## config.mk

```make
export PLATFORM = sky130hd
export DESIGN_NAME = seven_seg_scan_ctrl
export DESIGN_NICKNAME = d
export VERILOG_FILES = /design/src/rtl/seven_seg_scan_ctrl.sv
export SDC_FILE = /design/constraint.sdc
export NUM_CORES = 1
export LEC_CHECK = 0
export ABC_AREA = 1
export CORE_MARGIN = 2
export CORE_UTILIZATION = 61
export CTS_BUF_LIST = sky130_fd_sc_hd__clkbuf_8
export DETAILED_ROUTE_END_ITERATION = 12
export PLACE_DENSITY = 0.78
export SLEW_MARGIN = 20
export SYNTH_ARGS = -nofsm -noshare
export SYNTH_HDL_FRONTEND = slang
export SYNTH_SLANG_ARGS = --single-unit
```

## constraint.sdc

```tcl
create_clock -name clock -period 2.8 [get_ports clock]
set_input_delay 0.56 -clock clock [delete_from_list [all_inputs] [get_ports clock]]
set_output_delay 0.56 -clock clock [all_outputs]
set_load 0.1 [all_outputs]
```

## src/rtl/seven_seg_scan_ctrl.sv

```systemverilog
// seven_seg_scan_ctrl: binary-to-BCD (double dabble) converter with a multiplexed seven-segment scanner.
// Optional leading-zero blanking is enabled by defining SEVEN_SEG_BLANK_EN.
module seven_seg_scan_ctrl #(
    parameter int NUM_DIGITS  = 8,
    parameter int BIN_WIDTH   = 27,
    parameter int REFRESH_DIV = 100000
) (
    input  logic                  clock,
    input  logic                  reset_n,
    input  logic [BIN_WIDTH-1:0]  value,
    input  logic                  load,
    output logic                  busy,
    output logic                  overflow,
    output logic [6:0]            cathode,
    output logic [NUM_DIGITS-1:0] anode
);
    localparam int DW = 4 * NUM_DIGITS;
    localparam int IW = NUM_DIGITS > 1 ? $clog2(NUM_DIGITS) : 1;
    localparam int CW = $clog2(REFRESH_DIV);
    localparam int SW = $clog2(BIN_WIDTH + 1);

    function automatic logic [63:0] max_val();
        logic [63:0] m;
        m = 64'd1;
        for (int i = 0; i < NUM_DIGITS; i++) m = m * 64'd10;
        return m - 64'd1;
    endfunction

    localparam logic [63:0] MAX = max_val();

    function automatic logic [6:0] seg(input logic [3:0] n);
        case (n)
            4'd0: return 7'h40;
            4'd1: return 7'h79;
            4'd2: return 7'h24;
            4'd3: return 7'h30;
            4'd4: return 7'h19;
            4'd5: return 7'h12;
            4'd6: return 7'h02;
            4'd7: return 7'h78;
            4'd8: return 7'h00;
            4'd9: return 7'h10;
            default: return 7'h7F;
        endcase
    endfunction

    typedef enum logic [1:0] {IDLE, SHIFT, DONE} state_t;

    state_t                state_q, state_d;
    logic [BIN_WIDTH-1:0]  bin_q, bin_d;
    logic [DW-1:0]         bcd_q, bcd_d, adj, disp_q, disp_d;
    logic [SW-1:0]         cnt_q, cnt_d;
    logic                  ovp_q, ovp_d, ovf_q, ovf_d;
    logic [CW-1:0]         ref_q, ref_d;
    logic [IW-1:0]         idx_q, idx_d;
    logic                  run_q, run_d;
    logic [6:0]            cat_q, cat_d;
    logic [NUM_DIGITS-1:0] an_q, an_d, blank;
    logic [3:0]            nib;
    logic                  bsel, tc;

    // State register for converter, display and scanner
    always_ff @(posedge clock or negedge reset_n) begin
        if (!reset_n) begin
            state_q <= IDLE;
            bin_q   <= '0;
            bcd_q   <= '0;
            cnt_q   <= '0;
            ovp_q   <= 1'b0;
            disp_q  <= '0;
            ovf_q   <= 1'b0;
            ref_q   <= '0;
            idx_q   <= '0;
            run_q   <= 1'b0;
            cat_q   <= 7'h7F;
            an_q    <= '1;
        end else begin
            state_q <= state_d;
            bin_q   <= bin_d;
            bcd_q   <= bcd_d;
            cnt_q   <= cnt_d;
            ovp_q   <= ovp_d;
            disp_q  <= disp_d;
            ovf_q   <= ovf_d;
            ref_q   <= ref_d;
            idx_q   <= idx_d;
            run_q   <= run_d;
            cat_q   <= cat_d;
            an_q    <= an_d;
        end
    end

    // Double-dabble FSM; the display only changes in DONE so partial results never show
    always_comb begin
        state_d = state_q;
        bin_d   = bin_q;
        bcd_d   = bcd_q;
        cnt_d   = cnt_q;
        ovp_d   = ovp_q;
        disp_d  = disp_q;
        ovf_d   = ovf_q;
        adj     = bcd_q;
        for (int i = 0; i < NUM_DIGITS; i++)
            adj[4*i +: 4] = bcd_q[4*i +: 4] >= 4'd5 ? bcd_q[4*i +: 4] + 4'd3 : bcd_q[4*i +: 4];
        case (state_q)
            IDLE: if (load) begin
                bin_d   = value;
                bcd_d   = '0;
                cnt_d   = '0;
                ovp_d   = 64'(value) > MAX;
                state_d = SHIFT;
            end
            SHIFT: begin
                {bcd_d, bin_d} = {adj, bin_q} << 1;
                cnt_d          = cnt_q + SW'(1);
                state_d        = cnt_q == SW'(BIN_WIDTH - 1) ? DONE : SHIFT;
            end
            DONE: begin
                disp_d  = bcd_q;
                ovf_d   = ovp_q;
                state_d = IDLE;
            end
            default: state_d = IDLE;
        endcase
    end

    // Leading-zero mask: a digit is blank when it and every higher digit are zero
    always_comb begin
        blank = '0;
`ifdef SEVEN_SEG_BLANK_EN
        begin
            logic zero;
            zero = 1'b1;
            for (int i = NUM_DIGITS - 1; i >= 0; i--) begin
                zero     = zero & (disp_q[4*i +: 4] == 4'd0);
                blank[i] = zero && (i != 0) && !ovf_q;
            end
        end
`endif
    end

    // Refresh counter and digit scanner; outputs load only when the digit index moves
    always_comb begin
        tc    = ref_q == CW'(REFRESH_DIV - 1);
        ref_d = tc ? '0 : ref_q + CW'(1);
        idx_d = !tc ? idx_q : (!run_q || idx_q == IW'(NUM_DIGITS - 1)) ? '0 : idx_q + IW'(1);
        run_d = run_q | tc;
        nib   = '0;
        bsel  = 1'b0;
        an_d  = an_q;
        cat_d = cat_q;
        for (int i = 0; i < NUM_DIGITS; i++) begin
            if (IW'(i) == idx_d) begin
                nib  = disp_q[4*i +: 4];
                bsel = blank[i];
            end
        end
        if (tc) begin
            for (int i = 0; i < NUM_DIGITS; i++) an_d[i] = !(IW'(i) == idx_d && !blank[i]);
            cat_d = ovf_q ? 7'h3F : bsel ? 7'h7F : seg(nib);
        end
    end

    assign busy     = state_q != IDLE;
    assign overflow = ovf_q;
    assign cathode  = cat_q;
    assign anode    = an_q;
endmodule

```

==> results.yml <==
status:
  status: "finished, violations left"
  violations: "negative setup slack"
run:
  maxCapViolCount: 0
routing:
  drt_wl_total_um: 17400
  via_per_inst: 5.77
  drc: 0
  drtIter0Drc: 507
  wl_per_cell_um: 16.3
  via_count: 6160
  ant_nets: 0
  drtPass1Iterations: 6
logic_synthesis:
  synth_top_family_by_area: "simple AND/OR/NAND/NOR gates"
  syn_inst: 825
  synth_largest_area_cell: "dfrtp_1"
  ys_top_cells_by_count: "166 x nand2_1, 124 x inv_1, 121 x dfrtp_1"
  yosys.area_share.simple_pct: 23.2
  synth_async_sr_flop_share_pct: 100
  synthTopCellsByArea: "dfrtp_1 44%, nand2_1 9.0%, o21ai_0 6.8%"
  ys_types: 40
  netlist.area_leader.share_pct: 43.5
  synth_most_common_cell: "nand2_1"
  synth_xor_area_share_pct: 1.26
  synth_seq_area_share_pct: 49.2
  synth_compound_area_share_pct: 13.6
  ys_warn_count: 0
  syn_nets: 877
  synth_ff_type: "dfrtp_1"
  synth_mux_area_share_pct: 0.144
  synth_area_um2: 6950
  syn_avg_cell_area_um2: 8.43
  yosys.area_share.adder_pct: 3.96
  synth_edf_count: 0
  ys_ff_latch: 136
die:
  dieArea_um2: 12300
  die_x_um: 111
  start_util_pct: 63.3
  core-area_um2: 11000
  pin_count: 47
  rows: 38
  dieHeight_um: 111
place:
  io_buffers: 46
  place_ws_ps: -41.9
  dp_cells: 1001
  dpl.hpwl_um: 10900
  dpl_cell_area_um2: 7570
  routabilityCongestion: 0.894
clocking:
  path_clk_slew_ps: 80
  numCtsBuffers: 17
  cts-root-buf: "clkbuf_8"
  cts_tree: "yes"
  ctsHtreeMaxLevel: 4
  clockBufferDepth: 2
  clock_latency_ps: 470
  clkSinkCount: 136
timing:
  period_share_pct: 102
  fmax_mhz: 351
  slew_headroom_pct: 60.6
  period_minus_slack_ps: 2850
  drv_slew: 0
  setup_slack_ps: -47.8
  setup_viol: 4
  tightest_slew_ps: 591
  fin_skew_ps: 7.61
  hold_violations: 0
  rsz0062_at_grt: "true"
worst_hold_path:
  hold_class: "in2async"
worst_setup_path:
  path_cells: "ha_4 > ha_4 > inv_4 > nand3_1 > inv_1 > nand4_1 > nand2_4 > nand2_4 > nor2_1 > nand2_1 > nand3_1 > nor2_1 > nand3_1 > nand2_1 > nand2_2 > inv_2 > nand2_1 > nand2_1 > a21oi_1"
  critPathLaunchType: "flop"
  cpMaxStageDelayCell: "dfrtp_1"
  critical-path-top-delay-family: "simple AND/OR/NAND/NOR gates"
  crit_top_cell: "nand2_1"
  critical_path_arrival_ps: 3240
  slowest_delay_ps: 440
  worstSetupPathType: "reg2reg"
  crit_fanout: 7
  crit_buf_inv: 3
  crit_required_ps: 3200
  cp-end-kind: "flop"
grt:
  gr-usage-met1_pct: 32.6
  busiest_layer: "met2"
  antenna_found_initial: 0
  grt_max_degree: 67
  use_met2_pct: 43.5
  grt_overflow_total: 0
  grt_pass1_vias: 5909
  met3_usage_pct: 6.07
  grt_pass1_wl_um: 26300
  grt_usage_pct: 26.3
finish:
  num-fill-cells: 696
  stdcell_count: 1067
  nets: 966
  multi_input_area_um2: 3130
  seq_area_um2: 3420
  layout-drive-gt1-share_pct: 20.8
  design_area_um2: 8530
  n_antenna_cell: 0
  area_growth_pct: 22.6
power_and_ir_drop:
  p_leak_nw: 4.26
  ir_worst_vdd_mv: 0.657
  power_per_cell_area_nw_per_um2: 865
## path summary, 6_finish.rpt
| kind | start | to | slack [ps] | cells past startpoint |
|---|---|---|---|---|
| setup / recovery | idx_q[1]$_DFF_PN0_ | cathode[2]$_DFFE_PN1N_ | -50 | 19 |
| min in group clock | ref_q[13]$_DFF_PN0_ | ref_q[13]$_DFF_PN0_ | 480 | 1 |
| hold reg to reg | ref_q[13]$_DFF_PN0_ | ref_q[13]$_DFF_PN0_ | 480 | 1 |
| setup reg to reg | idx_q[1]$_DFF_PN0_ | cathode[2]$_DFFE_PN1N_ | -50 | 19 |
| hold / removal | reset_n | ref_q[13]$_DFF_PN0_ | 80 | 1 |
| max in group asynchronous | reset_n | cnt_q[3]$_DFFE_PN0P_ | 1890 | 2 |
## where the power goes
| group | internal [W] | switching (W) | leakage [nW] | total [W] |
|---|---|---|---|---|
| registers | 0.00255 | 0.000357 | 1.71 | 0.00291 |
| clock network | 0.00105 | 0.000781 | 0.228 | 0.00183 |
| logic | 0.000971 | 0.00167 | 2.33 | 0.00264 |
| total | 0.00457 | 0.00281 | 4.26 | 0.00738 |
## layout by cell type (no fill, tap or decap), types with 18 or more instances in the layout
cell type / netlist / routed
nand2_1: 166 / 155
inv_1: 124 / 123
dfrtp_1: 121 / 120
o21ai_0: 94 / 94
buf_4: 0 / 58
nor2_1: 59 / 50
nand3_1: 48 / 42
clkdlybuf4s50_1: 0 / 28
a22oi_1: 19 / 19
a21oi_1: 18 / 18
ha_1: 22 / 18
## stage by stage
| step | power (W) | hold slack, ps | util, % | TNS, ps |
|---|---|---|---|---|
| after floorplan | 0.00473 | 264 | - | 0 |
| after global placement | 0.00529 | 443 | 69.0 | 0 |
| after detailed placement | 0.00548 | 468 | 69.0 | -41.9 |
| after CTS | 0.00731 | 84.9 | 73.2 | 0 |
| after global routing | 0.00792 | 116 | 77.6 | -1100 |
| final | 0.00738 | 82.0 | 77.6 | -131 |
## worst register-to-register path, cell delays in order (launching register included)
cell and delay (ps):
dfrtp_1 440, ha_4 190, ha_4 160, inv_4 60
nand3_1 140, inv_1 110, nand4_1 190, nand2_4 190
nand2_4 90, nor2_1 260, nand2_1 90, nand3_1 130
nor2_1 70, nand3_1 80, nand2_1 80, nand2_2 110
inv_2 80, nand2_1 110, nand2_1 60, a21oi_1 140
## cells by family after synthesis
kind of cell / Yosys count
flip-flops: 136
AO/OA/AOI/OAI: 164
multiplexers: 1
XOR/XNOR: 10
adder cells (fa/ha/maj): 22
AND/OR/NAND/NOR: 336
buffers and inverters: 156
## repair_timing
item / CTS / global route
buffers inserted: 2 / 32
pin swaps: 1 / 40
hold buffers: 0 / 0
setup endpoints to repair: 1 / 7
gates resized for setup: 2 / 59
cloned: 0 / 0
## state kept, by name, indices dropped and copies added, names as in the netlist
name / count
disp_q: 32
cnt_q: 5
ref_q: 17
overflow: 1
cathode: 7
state_q: 2
ovp_q: 1
anode: 8
idx_q: 3
bin_q: 27
run_q: 1
bcd_q: 32
## area by class of cell
type / count / area share, %
Sequential cell: 136 / 40.1
Clock inverter: 15 / 2.47
Tap cell: 140 / 2.05
Multi-Input combinational cell: 533 / 36.7
Timing Repair Buffer: 94 / 9.80
Inverter: 132 / 6.05
Clock buffer: 17 / 2.74
## layer usage
layer / wire length [um] / part of all wire [%]
met5: 0 / 0
met3: 903 / 5.2
met2: 8750 / 50
met1: 7100 / 41
met4: 618 / 3.6
Power figures use the tool's default switching activity.
